`config.mk`:
```
export PLATFORM = sky130hd
export DESIGN_NAME = next_pc_logic
export DESIGN_NICKNAME = d
export VERILOG_FILES = /design/src/rtl/next_pc_pkg.sv /design/src/rtl/next_pc_target_adder.sv /design/src/rtl/next_pc_logic.sv
export SDC_FILE = /design/constraint.sdc
export NUM_CORES = 1
export LEC_CHECK = 0
export BUFFER_PORTS_ARGS = -buffer_cell sky130_fd_sc_hd__buf_4
export CAP_MARGIN = 20
export CORE_ASPECT_RATIO = 0.5
export CORE_UTILIZATION = 51
export DETAILED_ROUTE_END_ITERATION = 10
export PLACE_DENSITY = 0.87
export SLEW_MARGIN = 20
export SYNTH_ARGS = -nofsm -noshare
export SYNTH_HDL_FRONTEND = slang
export SYNTH_SLANG_ARGS = --single-unit
```
`constraint.sdc`:
```
create_clock -name CLK -period 5.5 [get_ports CLK]
set_input_delay 1.1 -clock CLK [delete_from_list [all_inputs] [get_ports CLK]]
set_output_delay 1.1 -clock CLK [all_outputs]
set_load 0.01 [all_outputs]
```
`src/rtl/next_pc_pkg.sv`:
```
// rtl/next_pc_pkg.sv - shared widths, constants and PC type for next-PC selection
package next_pc_pkg;

  localparam int          PC_WIDTH     = 64;
  localparam logic [63:0] PC_INCR      = 64'd4;
  localparam int          OFFSET_SHIFT = 2;
  localparam int          COUNT_WIDTH  = 32;

  typedef logic [63:0] pc_t;

endpackage

```
`src/rtl/next_pc_target_adder.sv`:
```
// rtl/next_pc_target_adder.sv - branch target: CurrentPC plus word offset scaled to bytes
module next_pc_target_adder
  import next_pc_pkg::*;
(
  input  logic [PC_WIDTH-1:0] CurrentPC,
  input  logic [PC_WIDTH-1:0] SignExtImm64,
  output logic [PC_WIDTH-1:0] Target
);

  logic [PC_WIDTH-1:0] byte_offset;

  // Shift drops the top two offset bits; the add wraps modulo 2^64.
  assign byte_offset = SignExtImm64 << OFFSET_SHIFT;
  assign Target      = CurrentPC + byte_offset;

endmodule

```
`src/rtl/next_pc_logic.sv`:
```
// rtl/next_pc_logic.sv - next-PC select mux, PC register, optional taken counter (NEXTPC_STATS_EN)
module next_pc_logic
  import next_pc_pkg::*;
#(
  parameter logic [PC_WIDTH-1:0] RESET_PC = 64'd0
)
(
  input  logic                   CLK,
  input  logic                   Reset_L,
  input  logic [PC_WIDTH-1:0]    CurrentPC,
  input  logic [PC_WIDTH-1:0]    SignExtImm64,
  input  logic                   Branch,
  input  logic                   ALUZero,
  input  logic                   Uncondbranch,
  input  logic                   PCWrite,
  output logic [PC_WIDTH-1:0]    NextPC,
  output logic                   BranchTaken,
  output logic [PC_WIDTH-1:0]    PC
`ifdef NEXTPC_STATS_EN
  ,
  output logic [COUNT_WIDTH-1:0] TakenCount
`endif
);

  logic [PC_WIDTH-1:0] target;
  logic [PC_WIDTH-1:0] sequential;
  logic [PC_WIDTH-1:0] pc_d;
  logic [PC_WIDTH-1:0] pc_q;

  next_pc_target_adder u_target_adder (
    .CurrentPC    (CurrentPC),
    .SignExtImm64 (SignExtImm64),
    .Target       (target)
  );

  assign sequential  = CurrentPC + PC_INCR;
  // Plain operators so X/Z on the controls propagates instead of defaulting to sequential.
  assign BranchTaken = Uncondbranch | (Branch & ALUZero);
  assign NextPC      = BranchTaken ? target : sequential;

  always_comb begin
    pc_d = pc_q;
    if (PCWrite) begin
      pc_d = NextPC;
    end
  end

  always_ff @(posedge CLK or negedge Reset_L) begin
    if (!Reset_L) begin
      pc_q <= RESET_PC;
    end else begin
      pc_q <= pc_d;
    end
  end

  assign PC = pc_q;

`ifdef NEXTPC_STATS_EN
  logic [COUNT_WIDTH-1:0] count_d;
  logic [COUNT_WIDTH-1:0] count_q;

  // Saturating: sticks at all-ones rather than wrapping.
  always_comb begin
    count_d = count_q;
    if (PCWrite && BranchTaken && (count_q != {COUNT_WIDTH{1'b1}})) begin
      count_d = count_q + 1'b1;
    end
  end

  always_ff @(posedge CLK or negedge Reset_L) begin
    if (!Reset_L) begin
      count_q <= '0;
    end else begin
      count_q <= count_d;
    end
  end

  assign TakenCount = count_q;
`endif

endmodule

```
* Yosys cells after proc, flatten, opt, wreduce, memory -nomap -nowiden
Index checks and enable logic that the tools add are counted.
** Word-level totals
- Flip-flop bits (word level) :: 64
- Bits of input ports :: 134
- Memories kept :: 0
- Output and inout port bits :: 129
- Logic and storage cells :: 6
- Latch bits :: 0
- Memory bits (writable) :: 0
- Bits in read-only memories :: 0
** Operators by class
- Bitwise gates (word level) :: 2
- Muxes and demuxes :: 1
- $mul :: 0
- Div/mod/pow operators :: 0
- Eq/ne operators :: 0
- Reduce and logical (&&, ||, !) cells :: 0
- Order comparisons :: 0
- $add $sub $neg :: 2
- Shift-type cells :: 0
** Operator list (count)
- $add A64 B3 Y64 const B :: 1
- $add A64 B64 Y64 :: 1
- $mux W64 :: 1
- $and A1 B1 Y1 :: 1
- $or A1 B1 Y1 :: 1

* Longest topological paths before layout
Gate-level depths: netlist of run 1.
- Depth in word-level cells :: 3
- Mapped depth :: 14
- Mapped depth without buffers :: 14

* Modules after synthesis
Synthesis of run 1 repeated with hierarchy kept, for this count alone.
** Unflattened totals
- Cell total of the unflattened synthesis :: 1137
- Area, all modules :: 8373.0 µm²
** Modules (own cells, without submodules)
- next_pc_logic :: times used 1, seq. area each 1601.5 µm², area an instance 4644.5 µm², cells an instance 600
- next_pc_target_adder :: times used 1, seq. area each 0.0 µm², area an instance 3728.6 µm², cells an instance 537

* Worst setup path before layout of run 1
OpenSTA, ideal clock, no wires.
- Kind :: input to output
- Start :: input port Branch
- End :: output port NextPC[42]
- Data arrival time :: 3735 ps
- Stages on the path :: 12
- Slack :: 665 ps
- Buffers on the path :: 1
- Required time :: 4400 ps
- Cells stage by stage :: a21o_1 > clkbuf_1 > nand2_1 > fa_1 > nand2b_1 > a21oi_1 > o21ai_1 > a211oi_2 > nor3_2 > o41ai_4 > a21oi_2 > xnor2_1
** Between the ends
- Cells in the longest elaborated chain, start to end :: 3
** Ends and longest elaborated chain
- start, declared :: RTL line next_pc_logic.sv:12 : input logic Branch,
- $and A1 B1 Y1 :: RTL line next_pc_logic.sv:38 : assign BranchTaken = Uncondbranch | (Branch & ALUZero);
- $or A1 B1 Y1 :: RTL line next_pc_logic.sv:38
- named net BranchTaken :: RTL line next_pc_logic.sv:17 : output logic BranchTaken,
- $mux W64 :: RTL line next_pc_logic.sv:39 : assign NextPC = BranchTaken ? target : sequential;
- end, declared :: RTL line next_pc_logic.sv:16 : output logic [PC_WIDTH-1:0] NextPC,
The timed path passes the listed nets, and every way through them passes these cells.

* Worst setup path after layout of run 1
- Start :: input port Branch
- End :: output port NextPC[54]
** Between the ends
- Cells in the longest elaborated chain, start to end :: 3
** Ends and longest elaborated chain (RTL line)
- $and A1 B1 Y1 :: next_pc_logic.sv:38
- $or A1 B1 Y1 :: next_pc_logic.sv:38
- $mux W64 :: next_pc_logic.sv:39
No other way between the ends.

==> results.txt, run 1 <==
- Outcome: finished clean
- Of all flip-flops after synthesis, the portion carrying an async set or reset was 1.00.
* Number of flip-flops in the largest register: 64
- During I/O placement, the number of pins put on the boundary was 263.
- Clk sink count: 64
- In this run the power spent charging and discharging nets is 958 uW.
- For this block, the initial DRC count from the detailed router was 407.
- PD cells: 275 mW/mm^2
- The count of nets left with antenna violations once routing finished came out at 0.
- Antenna diode count: 0
* Number of antenna violations at the first check in global routing: 0
- Clock edge transition at the registers on the reported setup and hold paths: 0.06 ns
* Setup skew after layout: 0 ns
- Routed WL per cell: 17.2 um
* Hold Vio Cnt, Final: 0
* Number of nets in the finished design: 1235
* Global-route wire length before repair: 32700 um
- Counting the buffers created by CTS gives 9.
- I/O Buffers: 260
- The share of total power dissipated in combinational logic is 0.522.
- The share of the Yosys chip area taken by registers is 0.237.
* Clock tree from TritonCTS: built
- Most numerous cell on the critical path: buf_4
- For this run, design rule violations remaining after detail routing come to 0.
- For this run, the slowest stage of the critical path takes 0.40 ns.
* First-pass iteration count of the detailed router: 5
* Aggregate global routing overflow: 0
- Destination of the worst register-to-register timing path: PC[54]
- Counting instances, the worst hold path has a depth of 1.
- Wires add up to 20800 um.
* Flop pwr share: 0.263
- In this run, post-CTS hold repair placed 0 buffers.
* Gp weighted congestion: 0.935
* Insertion delay to the later sink of the worst-skew pair: 0.33 ns
- Detailed placement finished with a half-perimeter wire length of 16700 um.
- Row generation in the floorplan step produced 29 rows.
- The final max-slew violation count came to 0.
* Count of H-tree levels built during CTS: 3
- Total setup violations reported at the end of the flow: 0
- The worst-case IR drop observed on VDD is 0.000164 V.
- Critical path fanouts, max: 24
- Longest Clk Path Bufs: 2
* End point of the worst hold path: PC[55]
* Total global routing track utilization: 0.296
- The worst path needs 5.41 ns of the cycle, external delays included.
- Data on the critical path is required at its endpoint by 4.40 ns.
- The detailed router placed 6966 vias in this run.
- Register-to-register setup slack: 4.56 ns
- Cell-by-cell listing of the critical path: buf_4 > a21o_1 > buf_12 > and2_1 > ha_1 > a21oi_2 > o21ai_1 > o31ai_2 > a31oi_1 > o311ai_4 > a21oi_2 > buf_4 > o21ai_2 > nor2b_1 > xnor2_1 > buf_4
- Starting utilization of the core area: 0.528
* Most frequent standard cell in the layout excluding fill and tap cells: buf_4
- For the worst setup path, the data arrival time is 4.31 ns.
* Die Outline Area: 0.0137 mm^2
- Number of max-capacitance violations reported: 0
- Summed over all cells, the static leakage comes to 4.46 nW.
- Fraction of post-synthesis cell area in the top cell type by area: 0.237
- Most used routing layer: met2
* Startpoint of the worst register-to-register path: PC[54]
- After detailed routing, the number of vias per cell comes to 5.74.
* Commonest non-fill, non-tap cells in the layout: 276 x buf_4, 81 x a21oi_1, 69 x nand2_1
- Root cell of the clock tree: clkbuf_16
- The slowest stage of the critical path belongs to the cell o311ai_4.
- Met1 routing resource usage after global routing: 0.368
- The synthesized design spends more area on one cell type than any other, namely dfrtp_1.
* Critical Path Sink Type: output port
- Of the total power, the share spent switching nets is 0.380.
- Internal power: 1.56 mW
* Launch instance of the worst min-delay path: PC[55]
- The tightest min-delay check is of the reg2reg type.
- Counting flops and latches in the post-synthesis netlist gives 64.
- Counting every instance in the synthesized netlist gives 790.
- The synthesized design contains 0 enable-type register cells.
* Max_slew headroom: 0.394
- Share of total power in the clock network: 0.215
- In the final timing run, aggregate negative setup slack is 0 ns.
* Met3 global-route usage: 0.0609
- Vias in the first global route: 6801
- Startpoint class of the critical path: input pin
- Core area: 0.0128 mm^2
- Most used flip-flop cell after synthesis: dfrtp_1
- Tightest hold margin: 0.499 ns
- Pin count of the biggest net entering global routing: 71
* Logic depth of the worst register-to-register path: 3
- Period utilization: 0.983
- Post-Synthesis Net Count: 986
- For this run, global-route usage on met2 was measured as 0.509.
* Post-synth design cell area: 0.00675 mm^2
- Compared with the post-synthesis result, the final layout area differs by 36.0%.
- Critical setup path kind: in2out
* Dominant cells by area after synthesis: dfrtp_1 24%, ha_1 11%, mux2_2 9.7%, and2_1 6.2%, a21oi_1 6.1%
* Slew of the pin with the lowest slew margin: 0.910 ns
- Highest achievable clock rate: 185 MHz
* X dimension of the die: 165 um
* Number of synthesis warnings: 0
* Avg Inst Size Synth: 8.54 um^2
- Synth cell types: 63
- Fraction of layout cells with a size suffix above 1: 0.370
- The die is 83.3 um tall.
-- worst max-delay path by stage --
| stage | from | to | slack [ns] |
|---|---|---|---|
| 2_1_floorplan | Branch | NextPC[42] | 0.67 |
| 3_3_place_gp | Branch | NextPC[61] | 0.11 |
| 3_5_place_dp | Branch | NextPC[58] | 0.03 |
| 4_1_cts | Branch | NextPC[54] | 0.03 |
| 5_1_grt | Branch | NextPC[61] | -0.003 |
| 6_report | Branch | NextPC[54] | 0.09 |
-- cells by family (layout without fill, tap and decap cells) --
family,Yosys count,count (layout),share of synthesized area
xor+xnor,57,57,0.0740
mux,64,64,0.106
fa+ha+maj,62,62,0.116
simple gates,251,251,0.199
compound gates,229,229,0.227
flops,64,64,0.237
buf+inv,63,317,0.0408
-- critical path: cells and delay by family --
kind | cells | cell delay (ns)
buf+inv | 4 | 0.61
compound gates | 8 | 1.71
fa+ha+maj | 1 | 0.37
xor+xnor | 1 | 0.14
simple gates | 2 | 0.36
-- area by class of cell --
type | count | area (um^2)
Timing Repair Buffer | 278 | 2110
Inverter | 23 | 86.3
Clock inverter | 6 | 36.3
Multi-Input combinational cell | 663 | 4900
Clock buffer | 10 | 229
Tap cell | 170 | 213
Sequential cell | 64 | 1600
Fill cell | 982 | 3600
-- synthesized netlist by cell type, types with 3 or more instances --
cell	instances
a21boi_0	4
mux2i_1	5
o21ai_0	26
xnor2_1	38
nor3_1	10
and2_1	67
nand2_1	69
a211oi_2	4
nand2b_1	6
dfrtp_1	64
buf_2	14
o21bai_1	13
and3_1	4
o21a_1	4
o21ai_2	4
ha_1	61
a211oi_1	3
nor2_1	36
clkbuf_1	20
nand4_1	20
a21oi_2	9
mux2_2	58
a31oi_1	6
o31ai_1	3
a21oi_1	82
o21ai_1	16
inv_1	23
nor2b_1	10
buf_4	3
xor2_1	19
or3_1	3
a31o_1	3
nand3_1	12
a21o_1	31
-- metal layers --
layer,part of all wire,wire [um]
met1,0.42,8850
met2,0.49,10200
met3,0.064,1320
met4,0.022,460
met5,0,0
-- power groups by stage --
stage	Clock, mW	Sequential (mW)	Combinational [mW]
after floorplan	0	0.724	0.651
after global placement	0	0.663	1.27
after detailed placement	0	0.671	1.30
after CTS	0.548	0.663	1.31
after global routing	0.562	0.676	1.41
final	0.543	0.663	1.32
-- metrics by stage --
stage	instances	area, um^2	power (mW)	setup slack, ns	utilization
floorplan	790	6750	1.37	0.665	-
global placement	1194	8850	1.94	0.114	0.693
detailed placement	1194	8850	1.97	0.0343	0.693
CTS	1212	9130	2.52	0.0289	0.715
global route	1214	9180	2.65	-0.00288	0.718
finish	1214	9180	2.52	0.0920	0.718
-- what timing repair did --
item | in CTS | in global routing
buffers inserted | 2 | 2
gates cloned | 0 | 0
setup endpoints to repair | 1 | 13
resized for setup | 0 | 6
pin swaps | 1 | 4
No activity file was read; power rests on OpenSTA's default activity.
==> run 2: changes to the inputs <==
--- a/config.mk
+++ b/config.mk
@@ -7,10 +7,9 @@
 export LEC_CHECK = 0
 export BUFFER_PORTS_ARGS = -buffer_cell sky130_fd_sc_hd__buf_4
 export CAP_MARGIN = 20
-export CORE_ASPECT_RATIO = 0.5
-export CORE_UTILIZATION = 51
+export CORE_UTILIZATION = 50
 export DETAILED_ROUTE_END_ITERATION = 10
-export PLACE_DENSITY = 0.87
+export PLACE_DENSITY_LB_ADDON = 0.15
 export SLEW_MARGIN = 20
 export SYNTH_ARGS = -nofsm -noshare
 export SYNTH_HDL_FRONTEND = slang
==> run 2 against run 1 <==
Utilization shrank 1.1 points. Critical path type unchanged. Final cell count grew 1.7%. Non-clock buffer count up 15.
==> results.txt, run 2 (synthesis gave the netlist of run 1 again) <==
- Outcome: finished clean (unchanged).
* Longest Clk Path Bufs: 2 (unchanged)
- Startpoint class of the critical path: input pin (unchanged)
- The total inserted antenna cells is 0 (unchanged).
* Core area: 0.0132 mm^2 (was 0.0128 mm^2)
* Area Growth Syn to Fin: 38.3% (was 36.0%)
* Aggregate global routing overflow: 0 (unchanged)
* Routed WL per cell: 16.3 um (was 17.2 um)
- The cell area power density is 281 mW/mm^2 (was 275 mW/mm^2).
* Hold crit path type: reg2reg (unchanged)
* Hold Path Depth: 1 (unchanged)
- The placer congestion estimate is 0.907 (was 0.935).
* Max_slew headroom: 0.433 (was 0.394)
- Worst EP required: 4.40 ns (about the same)
* Global-route wire length before repair: 33000 um (was 32700 um)
* Pins Over Slew Limit: 0 (unchanged)
- The violation count after the first detailed-route iteration is 297 (was 407).
- The chip width is 118 um (was 165 um).
- The final period utilization came to 0.969 (was 0.983).
- Clk sink count: 64 (unchanged)
* Met3 global-route usage: 0.0550 (was 0.0609)
- The cell type of the slowest stage on the worst timing path was fa_1 (was o311ai_4).
* Detailed placement HPWL: 15900 um (was 16700 um)
- The category of the most critical setup path was in2out (unchanged).
- The die outline height was 118 um (was 83.3 um).
* Final routed DRC violation total: 0 (unchanged)
- Most used routing layer: met2 (unchanged)
- Total CTS buffers: 9 (unchanged)
- The global routing met2 resource utilization is 0.486 (was 0.509).
* I/O Buffers: 260 (unchanged)
- The post-detailed-routing wire length is 20100 um (was 20800 um).
- The most common library cell in the layout ignoring fill and taps is buf_4 (unchanged).
* Number of placement rows: 42 (was 29)
- The maximum level of the CTS H-tree came to 3 (unchanged).
- Launch instance of the worst min-delay path: PC[55] (unchanged)
- Pin count of the biggest net entering global routing: 65 (was 71)
* Logic depth of the worst register-to-register path: 3 (unchanged)
- The via count of the first global-routing pass came to 6746 (was 6801).
- The initial core utilization came to 0.512 (was 0.528).
* Number of nets in the finished design: 1250 (was 1235)
- Max stage delay on crit path: 0.39 ns (was 0.40 ns)
* Unrepaired setup endpoints after global routing: no
- The destination of the worst hold path was PC[55] (unchanged).
* Count of hold-fix buffers inserted at cts: 0 (unchanged)
- Total setup violations reported at the end of the flow: 0 (unchanged)
* Data arrival time of the critical path: 4.23 ns (was 4.31 ns)
- The number of nets still failing antenna checks after routing came to 0 (unchanged).
- Highest achievable clock rate: 188 MHz (was 185 MHz)
* Clock edge transition at the registers on the reported setup and hold paths: 0.06 ns (about the same)
- Fraction of layout cells with a size suffix above 1: 0.380 (was 0.370)
- The flip-flop count of the largest register, all copies and words added was 64 (unchanged).
- The highest net fanout along the worst path was 51 (was 24).
* Startpoint of the worst register-to-register path: PC[54] (unchanged)
* Root cell of the clock tree: clkbuf_16 (unchanged)
* Insertion delay to the later sink of the worst-skew pair: 0.35 ns (was 0.33 ns)
- Power after layout: 2.63 mW (was 2.52 mW)
- The peak ir drop on the vdd network was 0.000190 V (was 0.000164 V).
- Total global routing track utilization: 0.290 (was 0.296)
- Setup TNS: 0 ns (unchanged)
- The global routing met1 resource utilization was 0.369 (was 0.368).
- The initial antenna violation count came to 0 (unchanged).
* Leakage dissipation: 4.55 nW (was 4.46 nW)
* Number of max-capacitance violations reported: 0 (unchanged)
- The post-layout minimum cycle time is 5.33 ns (was 5.41 ns).
* Die Outline Area: 0.0140 mm^2 (was 0.0137 mm^2)
- Commonest non-fill, non-tap cells in the layout: 292 x buf_4, 81 x a21oi_1, 69 x nand2_1 (was 276 x buf_4, 81 x a21oi_1, 69 x nand2_1).
- I/O pin cnt: 263 (unchanged)
- Setup skew after layout: 0 ns (unchanged)
- The mean number of vias per cell is 5.57 (was 5.74).
- The transition time of the tightest slew-check pin came to 0.851 ns (was 0.910 ns).
- The via total after detailed routing came to 6873 (was 6966).
* Most numerous cell on the critical path: buf_4 (unchanged)
- Cell-by-cell listing of the critical path: buf_4 > a21o_1 > buf_12 > nand2b_1 > ha_2 > inv_1 > fa_1 > nand2b_1 > a21oi_2 > o21ai_1 > a211oi_2 > buf_4 > o311ai_2 > a21oi_2 > o21ai_2 > nor2b_1 > xnor2_1 > buf_4 (was buf_4 > a21o_1 > buf_12 > and2_1 > ha_1 > a21oi_2 > o21ai_1 > o31ai_2 > a31oi_1 > o311ai_4 > a21oi_2 > buf_4 > o21ai_2 > nor2b_1 > xnor2_1 > buf_4).
* Destination of the worst register-to-register timing path: PC[54] (unchanged)
* Hold Vio Cnt, Final: 0 (unchanged)
- The TritonCTS clock tree is built (unchanged).
- First-pass iteration count of the detailed router: 5 (unchanged)
- The category of the worst setup path capture point was an output port (unchanged).
- The flop-to-flop setup slack is 4.62 ns (was 4.56 ns).
run 2: cell count changes in the layout (fill, tap and decap cells not counted), sizes merged:
cell	delta
clkinv	-3
bufinv	+2
buf	+15
clkinvlp	+1
run 2: power by group:
| part | internal, mW | switching, mW | total [mW] | leakage, nW |
|---|---|---|---|---|
| registers | 0.596 | 0.0631 | 0.659 | 0.750 |
| clock network | 0.411 | 0.236 | 0.647 | 0.155 |
| logic | 0.676 | 0.644 | 1.32 | 3.65 |
| total | 1.68 | 0.943 | 2.63 | 4.55 |
run 2: routing by layer:
layer  vias up  part of all wire
met4         0             0.023
li1       3380                 -
met1      3209              0.44
met3        34             0.060
met2       250              0.48
met5         -                 0
run 2: how the worst max path moves through the flow:
stage | from | endpoint | slack, ns | depth (start not counted)
floorplan | Branch | NextPC[42] | 0.67 | 12
global placement | Branch | NextPC[42] | 0.12 | 16
detailed placement | Branch | NextPC[54] | 0.10 | 17
CTS | Branch | NextPC[42] | 0.06 | 16
global route | Branch | NextPC[57] | 0.002 | 15
finish | Branch | NextPC[54] | 0.17 | 18
run 2: metrics by stage:
stage	setup slack (ns)	instance area (um^2)	cells	hold slack [ns]	util
finish	0.172	9340	1235	0.499	0.708
global route	0.00211	9340	1235	0.524	0.708
CTS	0.0556	9320	1234	0.501	0.706
detailed placement	0.104	8980	1218	0.488	0.681
global placement	0.115	8980	1218	0.485	0.681
floorplan	0.665	6750	790	0.529	-
run 2: timing repair:
action,4_1_cts,5_1_grt
endpoints found under the setup margin,0,7
gates resized for setup,0,3
setup buffers,0,1
run 2: final cells by class:
class | instances | area [um^2]
Clock inverter | 6 | 92.6
Fill cell | 1093 | 3850
Timing Repair Buffer | 293 | 2210
Sequential cell | 64 | 1600
Tap cell | 176 | 220
Multi-Input combinational cell | 663 | 4880
Clock buffer | 10 | 239
Inverter | 23 | 86.3
run 2: critical path, delay by kind of cell:
family	cells	cell delay [ns]
AOI/OAI and AO/OA	7	1.31
buffers and inverters	5	0.64
adders and majority gates	2	0.59
and+or+nand+nor	3	0.43
xor gates and xnor gates	1	0.15
